===== src/rtl/conv_stream_feeder.sv =====
// conv_stream_feeder: fetches kernel, input-row and compute bursts from a
// word-addressed memory into a small buffer and replays each burst onto a
// valid/ready stream. The first beat of a burst waits for con_ready; the
// remaining beats go out back to back.
// Optional build macro: FEEDER_PROTOCOL_CHECK_EN (sticky proto_err when the
// device deasserts con_ready during a streamed beat).
module conv_stream_feeder #(
  parameter int unsigned FEATURE_MAP_WIDTH  = 1024,
  parameter int unsigned FEATURE_MAP_HEIGHT = 1024,
  parameter int unsigned OUTPUT_NB_CHANNELS = 64,
  parameter int unsigned DATA_WIDTH         = 16
) (
  input  logic                  clk,
  input  logic                  arst_in,
  input  logic                  start,
  output logic                  running,
  output logic                  done,
  input  logic [31:0]           cfg_kernel_base,
  input  logic [31:0]           cfg_input_base,
  output logic                  mem_re,
  output logic [31:0]           mem_addr,
  input  logic [DATA_WIDTH-1:0] mem_rdata,
  output logic                  con_valid,
  input  logic                  con_ready,
  output logic [DATA_WIDTH-1:0] con_data,
  output logic                  proto_err
);

  localparam int unsigned XW = (FEATURE_MAP_WIDTH  > 1) ? $clog2(FEATURE_MAP_WIDTH)  : 1;
  localparam int unsigned YW = (FEATURE_MAP_HEIGHT > 1) ? $clog2(FEATURE_MAP_HEIGHT) : 1;
  localparam int unsigned CW = (OUTPUT_NB_CHANNELS > 1) ? $clog2(OUTPUT_NB_CHANNELS) : 1;
  localparam logic [XW-1:0] X_LAST = XW'(FEATURE_MAP_WIDTH  - 1);
  localparam logic [YW-1:0] Y_LAST = YW'(FEATURE_MAP_HEIGHT - 1);
  localparam logic [CW-1:0] C_LAST = CW'(OUTPUT_NB_CHANNELS - 1);

  typedef enum logic [2:0] {
    S_IDLE,
    S_FETCH,
    S_OFFER,
    S_STREAM,
    S_DONE
  } state_e;

  typedef enum logic [1:0] {
    PH_KERNEL,
    PH_INPUT,
    PH_COMPUTE
  } phase_e;

  state_e          state_q, state_d;
  phase_e          phase_q, phase_d;
  logic [3:0]      fcnt_q, fcnt_d;
  logic [3:0]      beat_q, beat_d;
  logic [2:0]      kb_q, kb_d;
  logic [1:0]      ib_q, ib_d;
  logic [XW-1:0]   x_q, x_d;
  logic [YW-1:0]   y_q, y_d;
  logic [CW-1:0]   c_q, c_d;
  logic [31:0]     kptr_q, kptr_d;
  logic [31:0]     iptr_q, iptr_d;
  logic [31:0]     ibase_q, ibase_d;

  logic [DATA_WIDTH-1:0] buf_q [0:11];

  logic [3:0] burst_len;
  logic       run_end;

  assign burst_len = (phase_q == PH_KERNEL) ? 4'd12 : 4'd4;

  // State, counters and address pointers
  always_ff @(posedge clk or posedge arst_in) begin
    if (arst_in) begin
      state_q <= S_IDLE;
      phase_q <= PH_KERNEL;
      fcnt_q  <= '0;
      beat_q  <= '0;
      kb_q    <= '0;
      ib_q    <= '0;
      x_q     <= '0;
      y_q     <= '0;
      c_q     <= '0;
      kptr_q  <= '0;
      iptr_q  <= '0;
      ibase_q <= '0;
    end else begin
      state_q <= state_d;
      phase_q <= phase_d;
      fcnt_q  <= fcnt_d;
      beat_q  <= beat_d;
      kb_q    <= kb_d;
      ib_q    <= ib_d;
      x_q     <= x_d;
      y_q     <= y_d;
      c_q     <= c_d;
      kptr_q  <= kptr_d;
      iptr_q  <= iptr_d;
      ibase_q <= ibase_d;
    end
  end

  // Burst buffer: read i returns data one cycle later, so slot fcnt-1 is
  // written on every FETCH cycle after the first (the last one is the drain)
  always_ff @(posedge clk) begin
    if (state_q == S_FETCH && fcnt_q != 4'd0) begin
      buf_q[fcnt_q - 4'd1] <= mem_rdata;
    end
  end

  // Next-state, burst sequencing and output decode
  always_comb begin
    state_d   = state_q;
    phase_d   = phase_q;
    fcnt_d    = fcnt_q;
    beat_d    = beat_q;
    kb_d      = kb_q;
    ib_d      = ib_q;
    x_d       = x_q;
    y_d       = y_q;
    c_d       = c_q;
    kptr_d    = kptr_q;
    iptr_d    = iptr_q;
    ibase_d   = ibase_q;
    run_end   = 1'b0;
    running   = (state_q != S_IDLE);
    done      = 1'b0;
    mem_re    = 1'b0;
    mem_addr  = '0;
    con_valid = 1'b0;
    con_data  = '0;

    case (state_q)
      S_IDLE: begin
        if (start) begin
          ibase_d = cfg_input_base;
          kptr_d  = cfg_kernel_base;
          iptr_d  = cfg_input_base;
          phase_d = PH_KERNEL;
          fcnt_d  = '0;
          beat_d  = '0;
          kb_d    = '0;
          ib_d    = '0;
          x_d     = '0;
          y_d     = '0;
          c_d     = '0;
          state_d = S_FETCH;
        end
      end

      S_FETCH: begin
        if (fcnt_q == burst_len) begin
          fcnt_d  = '0;
          state_d = S_OFFER;
        end else begin
          mem_re = 1'b1;
          if (phase_q == PH_KERNEL) begin
            mem_addr = kptr_q;
            kptr_d   = kptr_q + 32'd1;
          end else begin
            mem_addr = iptr_q;
            iptr_d   = iptr_q + 32'd1;
          end
          fcnt_d = fcnt_q + 4'd1;
        end
      end

      S_OFFER: begin
        con_valid = 1'b1;
        con_data  = buf_q[0];
        if (con_ready) begin
          beat_d  = 4'd1;
          state_d = S_STREAM;
        end
      end

      S_STREAM: begin
        con_valid = 1'b1;
        con_data  = buf_q[beat_q];
        if (beat_q == burst_len - 4'd1) begin
          beat_d = '0;
          // Counters nest kernel -> input -> column -> row -> channel; the
          // input pointer restarts from the latched base at each new channel
          case (phase_q)
            PH_KERNEL: begin
              if (kb_q == 3'd5) begin
                kb_d    = '0;
                phase_d = PH_INPUT;
              end else begin
                kb_d = kb_q + 3'd1;
              end
            end
            PH_INPUT: begin
              if (ib_q == 2'd2) begin
                ib_d    = '0;
                phase_d = PH_COMPUTE;
              end else begin
                ib_d = ib_q + 2'd1;
              end
            end
            default: begin
              if (x_q == X_LAST) begin
                x_d = '0;
                if (y_q == Y_LAST) begin
                  y_d = '0;
                  if (c_q == C_LAST) begin
                    c_d     = '0;
                    run_end = 1'b1;
                  end else begin
                    c_d     = c_q + 1'b1;
                    phase_d = PH_KERNEL;
                    iptr_d  = ibase_q;
                  end
                end else begin
                  y_d     = y_q + 1'b1;
                  phase_d = PH_INPUT;
                end
              end else begin
                x_d = x_q + 1'b1;
              end
            end
          endcase
          state_d = run_end ? S_DONE : S_FETCH;
        end else begin
          beat_d = beat_q + 4'd1;
        end
      end

      S_DONE: begin
        done    = 1'b1;
        state_d = S_IDLE;
      end

      default: begin
        state_d = S_IDLE;
      end
    endcase
  end

`ifdef FEEDER_PROTOCOL_CHECK_EN
  logic perr_q;

  // Sticky flag: the device must accept every streamed beat
  always_ff @(posedge clk or posedge arst_in) begin
    if (arst_in) begin
      perr_q <= 1'b0;
    end else if (state_q == S_STREAM && !con_ready) begin
      perr_q <= 1'b1;
    end
  end

  assign proto_err = perr_q;
`else
  assign proto_err = 1'b0;
`endif

endmodule


===== config.mk =====
export PLATFORM = sky130hd
export DESIGN_NAME = conv_stream_feeder
export DESIGN_NICKNAME = d
export VERILOG_FILES = /design/src/rtl/conv_stream_feeder.sv
export SDC_FILE = /design/constraint.sdc
export NUM_CORES = 1
export LEC_CHECK = 0
export ABC_AREA = 1
export CAP_MARGIN = 0
export CORE_MARGIN = 2
export CORE_UTILIZATION = 48
export DETAILED_ROUTE_END_ITERATION = 10
export GPL_TIMING_DRIVEN = 0
export PLACE_DENSITY_LB_ADDON = 0.1
export SLEW_MARGIN = 20
export SYNTH_ARGS = -nofsm -noshare
export SYNTH_HDL_FRONTEND = slang
export SYNTH_SLANG_ARGS = --single-unit
export TNS_END_PERCENT = 50

===== constraint.sdc =====
create_clock -name clk -period 8.2 [get_ports clk]
set_input_delay 0.82 -clock clk [delete_from_list [all_inputs] [get_ports clk]]
set_output_delay 0.82 -clock clk [all_outputs]
set_load 0.05 [all_outputs]

==> impl_summary.log, run 1 <==
INFO  metric postLayoutCoreUtil = roughly 58%
INFO  metric rsz0062_at_grt = no
INFO  metric cts_buffers = 38
INFO  metric synth_compound_area_share = a little over a tenth
INFO  metric largest_family_of_logic_cells_by_synthesized_area = simple AND/OR/NAND/NOR gates
INFO  metric critical_path.startpoint_type = register
INFO  metric total_wirelength = 52600 µm
INFO  metric worst_slew_margin_relative_to_its_limit = between 30% and 40%
INFO  metric vertical_die_dimension = between 150 and 200 µm
INFO  metric place_hpwl = around 39000 µm
INFO  metric clk_root_buffer_cell = sky130_fd_sc_hd__clkbuf_16
INFO  metric pin_count_of_the_biggest_net_entering_global_routing = 76
INFO  metric drv_slew = 0
INFO  metric core_region = 0.0356 mm²
INFO  metric type_of_destination_of_the_critical_path = output port
INFO  metric ys_ff_latch = 332
INFO  metric drc = 0
INFO  metric worstPathMaxFanout = 10
INFO  metric routed_via_count_divided_by_cell_count = between 5 and 6
INFO  metric initial_antenna_violation_count = 0
INFO  metric final_antenna_net_count = 0
INFO  metric die_width = 194 µm
INFO  metric post_route_cells_drive_above_1_share = 6.10%
INFO  metric run_status = finished clean
INFO  metric netSwitchingFraction = 47.3%
INFO  metric io_pins = 137
INFO  metric finalPower = 8190 µW
INFO  metric tightestPinTransition = about 940 ps
INFO  metric diodes = 0
INFO  metric synth_top_flop_cell = sky130_fd_sc_hd__edfxtp_1
INFO  metric muxShareOfSynthArea = 0%
INFO  metric postSynth.asyncResetShare = 42.2%
INFO  metric routedWlPerCell = 18.6 µm
INFO  metric layout_commonest_cell = sky130_fd_sc_hd__nand2_1
INFO  metric setup_viol = 0
INFO  metric cts.reportedPaths.clkPinSlew = roughly 60 ps
INFO  metric cts.path.max_buffers = 3
INFO  metric power.internal = 4320 µW
INFO  metric worst_skew_pair.late_latency = 540 ps
INFO  metric vdd.ir_drop.worst = ~0.00038 V
INFO  metric p_per_area = 397 mW/mm²
INFO  metric synthAdderAreaFrac = 0.865%
INFO  metric layout_common_cells = 668 x sky130_fd_sc_hd__nand2_1, 285 x sky130_fd_sc_hd__nor2_1, 192 x sky130_fd_sc_hd__edfxtp_1
INFO  metric fillers = 3320
INFO  metric netlist_instances = roughly 2.1k
INFO  metric gp_congestion = 0.984
INFO  metric min_period = about 4500 ps
INFO  metric global_route_wire_length_before_repair = 81600 µm
INFO  metric edff_count_synth = 192
INFO  metric mean_instance_size_in_the_synthesized_netlist = 8.09 µm²
INFO  metric p_seq_share = roughly 31%
INFO  metric drv.max_cap_violation_count = 0
INFO  metric syn_area = 0.0173 mm²
INFO  metric synthTopCellsByArea = sky130_fd_sc_hd__edfxtp_1 33%, sky130_fd_sc_hd__dfrtp_1 20%, sky130_fd_sc_hd__nand2_1 14%, sky130_fd_sc_hd__nor2_1 6.4%, sky130_fd_sc_hd__nand3_1 4.5%
INFO  metric yosys.cell_types.count = 41
INFO  metric post_synth_xor_area_fraction = 0.757%
INFO  metric syn_to_final_growth = 19.0%
INFO  metric total_leakage_power = 0.00852 µW
INFO  metric htree_num_levels = 2
INFO  metric fin_crit_sh = 54.8%
INFO  metric netSwitchingPower = 3880 µW
INFO  metric rows = 69
INFO  metric type_of_the_worst_setup_path = reg2out
INFO  metric drt_iter0_markers = 1280
INFO  metric regToRegSetupSlack = 5430 ps
INFO  metric num_vias = 15.4k
INFO  metric cts_setup_buffers = 0
INFO  metric mappedNetlistNets = around 2.2k
INFO  metric grt_overflow = 0
INFO  metric clock_tree_from_tritoncts = done
INFO  metric portBuffers = 135
INFO  metric ys_warn_count = 0
INFO  metric layout.nets = 2427
INFO  metric finClkSkew = 29.1 ps
INFO  metric number_of_global_route_vias_before_repair = 14.9k
INFO  metric netlist.area_leader.share = 33.2%
INFO  metric synth-seq-area-share = 53.4%
INFO  metric final.setup.tns = 0 ps
INFO  metric grtUsageTotal = 27.5%
INFO  metric p_comb_share = between 40% and 50%
INFO  metric crit_arrival = approximately 3700 ps
INFO  metric synth_top_cell_by_area = sky130_fd_sc_hd__edfxtp_1
INFO  metric fmax = 222 MHz
INFO  metric cts_hold_buffers = 0
INFO  metric firstDrtPassIters = 5
INFO  metric sink_count = roughly 330
INFO  metric power.share.clock = about a fifth
INFO  metric timing.hold.worst.class = reg2reg
INFO  metric hold_viol_final = 0
INFO  metric critical_path_required = 7380 ps
INFO  metric initial_utilization = 48.8%
INFO  metric synthSimpleGateAreaFrac = 28.2%
INFO  metric die_area = 0.0377 mm²
INFO  metric post_cts.resized_instances = 0
worst max-delay path, cell delays in order, from the launching register on:
cell and delay [ps]:
sky130_fd_sc_hd__dfrtp_1 460, sky130_fd_sc_hd__inv_1 140, sky130_fd_sc_hd__ha_1 250, sky130_fd_sc_hd__nand2_1 70
sky130_fd_sc_hd__inv_1 60, sky130_fd_sc_hd__nand3_1 100, sky130_fd_sc_hd__nand2_1 280, sky130_fd_sc_hd__clkbuf_1 370
sky130_fd_sc_hd__a211oi_1 480, sky130_fd_sc_hd__clkdlybuf4s50_1 910
registers in the layout, indices dropped and copies added, names as in the netlist, 3 cells and up:
signal,count
fcnt_q,4
x_q,10
ibase_q,32
kptr_q,32
kb_q,3
iptr_q,32
buf_q,192
y_q,10
state_q,3
c_q,6
beat_q,4
final timing paths:
kind	startpoint	to	cells past startpoint
max	fcnt_q[0]	mem_addr[12]	9
min	ibase_q[15]	ibase_q[15]	2
max reg2reg	state_q[0]	buf_q[7][12]	6
min reg2reg	ibase_q[15]	ibase_q[15]	2
max in group asynchronous	arst_in	kptr_q[25]	3
min in group asynchronous	arst_in	ibase_q[2]	2
layer usage:
layer	up-vias	wire length [µm]	track usage, %	part of all wire, %
met2	547	25400	47.2	48
li1	7438	-	-	-
met3	97	3160	3.74	6.0
met1	7275	22500	36.2	43
met5	-	0	0	0
met4	0	1500	8.64	2.9
kinds of logic after synthesis:
logic type,Yosys count
AOI/OAI and AO/OA,320
xor gates and xnor gates,15
adders and majority gates,12
buffers and inverters,268
DFF,332
other,1
and+or+nand+nor,1197
power by group through the flow:
stage	sequential [µW]	combinational, µW	clock (µW)
2_1_floorplan	2400	2740	0
3_3_place_gp	2520	3940	0
3_5_place_dp	2520	4030	0
4_1_cts	2500	4050	1640
5_1_grt	2540	4450	1710
6_report	2500	4070	1620
through the flow:
step / cell area (µm²) / worst slack, ps / std cells / hold WS (ps)
finish: 20600 / 3710 / 2822 / 471
detailed placement: 19500 / 4290 / 2752 / 459
global placement: 19300 / 1300 / 2741 / 453
floorplan: 17300 / 3630 / 2145 / 442
global route: 20600 / 3510 / 2822 / 490
CTS: 20600 / 3710 / 2822 / 473
final cells by class:
cell class / count / area, µm² / share of cell area [%]
buffer: 96 / 438 / 2.12
inverter: 172 / 653 / 3.16
timing repair buffer: 146 / 1510 / 7.32
multi-input combinational: 1545 / 7030 / 34.0
clock buffer: 51 / 1010 / 4.89
tap: 461 / 577 / 2.79
clock inverter: 19 / 158 / 0.764
sequential: 332 / 9270 / 44.9
Yosys cell counts (5+ instances only):
library cell               number
sky130_fd_sc_hd__nand2_1      668
sky130_fd_sc_hd__nor2_1       297
sky130_fd_sc_hd__edfxtp_1     192
sky130_fd_sc_hd__inv_1        166
sky130_fd_sc_hd__nand3_1      155
sky130_fd_sc_hd__o21ai_0      145
sky130_fd_sc_hd__dfrtp_1      140
sky130_fd_sc_hd__a21oi_1       67
sky130_fd_sc_hd__clkbuf_1      57
sky130_fd_sc_hd__o211ai_1      32
sky130_fd_sc_hd__o22ai_1       28
sky130_fd_sc_hd__buf_2         26
sky130_fd_sc_hd__nor3_1        21
sky130_fd_sc_hd__or2_2         20
sky130_fd_sc_hd__o21a_1        17
sky130_fd_sc_hd__nand4_1       13
sky130_fd_sc_hd__ha_1          12
sky130_fd_sc_hd__xor2_1        12
sky130_fd_sc_hd__a211oi_1       9
sky130_fd_sc_hd__nand3b_1       8
sky130_fd_sc_hd__o21ai_1        7
sky130_fd_sc_hd__buf_1          6
sky130_fd_sc_hd__a31oi_1        5
sky130_fd_sc_hd__buf_6          5
sky130_fd_sc_hd__inv_2          5
sky130_fd_sc_hd__nand2_2        5
sky130_fd_sc_hd__o21bai_1       5
No activity file was read; power rests on OpenSTA's default activity.
==> inputs of run 2 (changes only) <==
==> constraint.sdc (replaced) <==
create_clock -name clk -period 3.75 [get_ports clk]
set_input_delay 0.375 -clock clk [delete_from_list [all_inputs] [get_ports clk]]
set_output_delay 0.375 -clock clk [all_outputs]
set_load 0.05 [all_outputs]
==> run 2 against run 1 <==
Combinational power grew 120%; final cell count about the same; sequential share of layout area decreased by 0.15 points; register-to-register slack worse by 4400 ps; cell area is 0.33% higher; sequential power increased by 120%; global-route usage is 0.33 points higher; die area did not move; largest power group unchanged; highest routed layer unchanged.
==> impl_summary.log, run 2 (synthesis results as in run 1) <==
INFO  metric run_status = finished clean
INFO  metric drv_slew = 0 (unchanged)
INFO  metric worstPathMaxFanout = 10 (unchanged)
INFO  metric portBuffers = 135 (unchanged)
INFO  metric clk_root_buffer_cell = sky130_fd_sc_hd__clkbuf_16
INFO  metric gp_congestion = 0.958 (-2.6%)
INFO  metric postLayoutCoreUtil = 58.2% (+0.19 points)
INFO  metric hold_viol_final = 0 (unchanged)
INFO  metric critical_path.startpoint_type = register
INFO  metric registers.top_by_ff_count = buf_q
INFO  metric finClkSkew = 18.0 ps (-11.1 ps)
INFO  metric cts_setup_buffers = 0 (unchanged)
INFO  metric total_leakage_power = 0.00886 µW (+4.0%)
INFO  metric grt_overflow = 0 (unchanged)
INFO  metric drt_iter0_markers = 1247 (-2.6%)
INFO  metric firstDrtPassIters = 5 (unchanged)
INFO  metric layout_commonest_cell = sky130_fd_sc_hd__nand2_1
INFO  metric total_wirelength = 52900 µm (+0.52%)
INFO  metric largest_reg_flops = 192 (unchanged)
INFO  metric routedWlPerCell = 18.7 µm (+0.45%)
INFO  metric cts_buffers = 37 (-2.6%)
INFO  metric io_pins = 137 (unchanged)
INFO  metric worst_slew_margin_relative_to_its_limit = 40.0% (+2.4 points)
INFO  metric final_antenna_net_count = 0 (unchanged)
INFO  metric die_width = 194 µm (unchanged)
INFO  metric worst_skew_pair.late_latency = 530 ps (about the same)
INFO  metric number_of_global_route_vias_before_repair = 14.7k (-1.2%)
INFO  metric final.setup.tns = 0 ps (unchanged)
INFO  metric fin_crit_sh = a little over nine tenths
INFO  metric detailroute.wirelength.met3 = 3320 µm (+4.9%)
INFO  metric route.top_layer_used = met4
INFO  metric type_of_the_worst_setup_path = reg2out
INFO  metric rows = 69 (unchanged)
INFO  metric tightestPinTransition = 900 ps (-35.7 ps)
INFO  metric timing.hold.worst.class = in2async
INFO  metric crit_arrival = 3300 ps (-370 ps)
INFO  metric route.layer.met1.wl = 22800 µm (+1.4%)
INFO  metric layout_common_cells = 668 x sky130_fd_sc_hd__nand2_1, 285 x sky130_fd_sc_hd__nor2_1, 192 x sky130_fd_sc_hd__edfxtp_1
INFO  metric cts.reportedPaths.clkPinSlew = 60 ps (about the same)
INFO  metric htree_num_levels = 2 (unchanged)
INFO  metric met2RoutedLength = 25100 µm (-1.2%)
INFO  metric initial_antenna_violation_count = 0 (unchanged)
INFO  metric p_per_area = 858 mW/mm² (+120%)
INFO  metric multi_input_area = 0.00703 mm² (unchanged)
INFO  metric global_route_wire_length_before_repair = 82400 µm (+1.0%)
INFO  metric core_region = 0.0356 mm² (unchanged)
INFO  metric ff_latch_area = 0.00927 mm² (unchanged)
INFO  metric pin_count_of_the_biggest_net_entering_global_routing = 30 (-61%)
INFO  metric diodes = 0 (unchanged)
INFO  metric grtUsageTotal = 27.8% (+0.33 points)
INFO  metric post_route_cells_drive_above_1_share = 7.07% (+0.97 points)
INFO  metric critical_path_required = 3380 ps (-4000 ps)
INFO  metric min_period = 3680 ps
INFO  metric cts_hold_buffers = 0 (unchanged)
INFO  metric routed_via_count_divided_by_cell_count = 5.42 (-0.34%)
INFO  metric fmax = ~270 MHz
INFO  metric drc = 0 (unchanged)
INFO  metric setup_viol = 0 (unchanged)
INFO  metric die_area = 0.0377 mm² (unchanged)
INFO  metric syn_to_final_growth = 19.4%
INFO  metric layout.nets = 2430 (+0.12%)
INFO  metric clock_tree_from_tritoncts = done
INFO  metric type_of_destination_of_the_critical_path = output port
INFO  metric place_hpwl = 39400 µm (+1.8%)
INFO  metric drv.max_cap_violation_count = 0 (unchanged)
INFO  metric cts.path.max_buffers = 3 (unchanged)
INFO  metric sink_count = 332 (unchanged)
INFO  metric fillers = 3234 (-2.6%)
INFO  metric vertical_die_dimension = 194 µm (unchanged)
INFO  metric vdd.ir_drop.worst = 0.000819 V (+120%)
INFO  metric initial_utilization = 48.8% (unchanged)
INFO  metric num_vias = 15.3k (-0.27%)
## run 2: path summary, 6_finish.rpt
| kind | from | to | slack (ps) | depth (start not counted) |
|---|---|---|---|---|
| max | phase_q[1] | mem_addr[0] | 70 | 6 |
| min | arst_in | kptr_q[14] | 220 | 2 |
| max reg2reg | state_q[0] | buf_q[8][11] | 1030 | 6 |
| min reg2reg | ibase_q[9] | ibase_q[9] | 470 | 2 |
| max in group asynchronous | arst_in | ibase_q[25] | 2570 | 5 |
| min in group clk | cfg_input_base[28] | ibase_q[28] | 420 | 3 |
## run 2: stage by stage
step                std cells  hold WS [ps]  setup WS [ps]  total power (µW)  area (µm²)
floorplan                2145           442            886             11300       17400
global route             2824           254          -8.04             18900       20700
CTS                      2824           218           45.2             17800       20700
global placement         2741           454            174             14200       19300
detailed placement       2756           459            220             14400       19600
finish                   2824           219           72.7             17800       20700
## run 2: final cells by class
cell class / count / area share (%)
timing repair buffer: 150 / 7.64
multi-input combinational: 1545 / 33.9
inverter: 172 / 3.15
tap: 461 / 2.79
clock buffer: 48 / 4.72
buffer: 96 / 2.17
clock inverter: 20 / 0.846
sequential: 332 / 44.8
## run 2: critical path, stage by stage, from the launching register on
cell and delay [ps]:
sky130_fd_sc_hd__dfrtp_1 410, sky130_fd_sc_hd__nor2_1 370, sky130_fd_sc_hd__clkbuf_2 340, sky130_fd_sc_hd__buf_1 430, sky130_fd_sc_hd__nor2_1 90, sky130_fd_sc_hd__a211oi_1 530
sky130_fd_sc_hd__dlygate4sd2_1 610
## run 2: timing repair
action / in CTS / in global routing
endpoints found under the setup margin: 30 / 21
gates resized for setup: 36 / 28
endpoints found under the hold margin: 0 / 0
cloned: 0 / 0
pin swaps: 0 / 0
## run 2: routing by layer
metal | up-vias | global-route usage, %
met1 | 7224 | 38.0
met5 | - | 0
met3 | 86 | 3.18
met4 | 0 | 8.84
li1 | 7441 | -
met2 | 564 | 46.6
## run 2: where the power goes
group          leakage, µW  switching [µW]  internal [µW]
clock network     0.000571            1500           2000
logic              0.00477            6240           2560
registers          0.00352             748           4730
total              0.00886            8480           9290
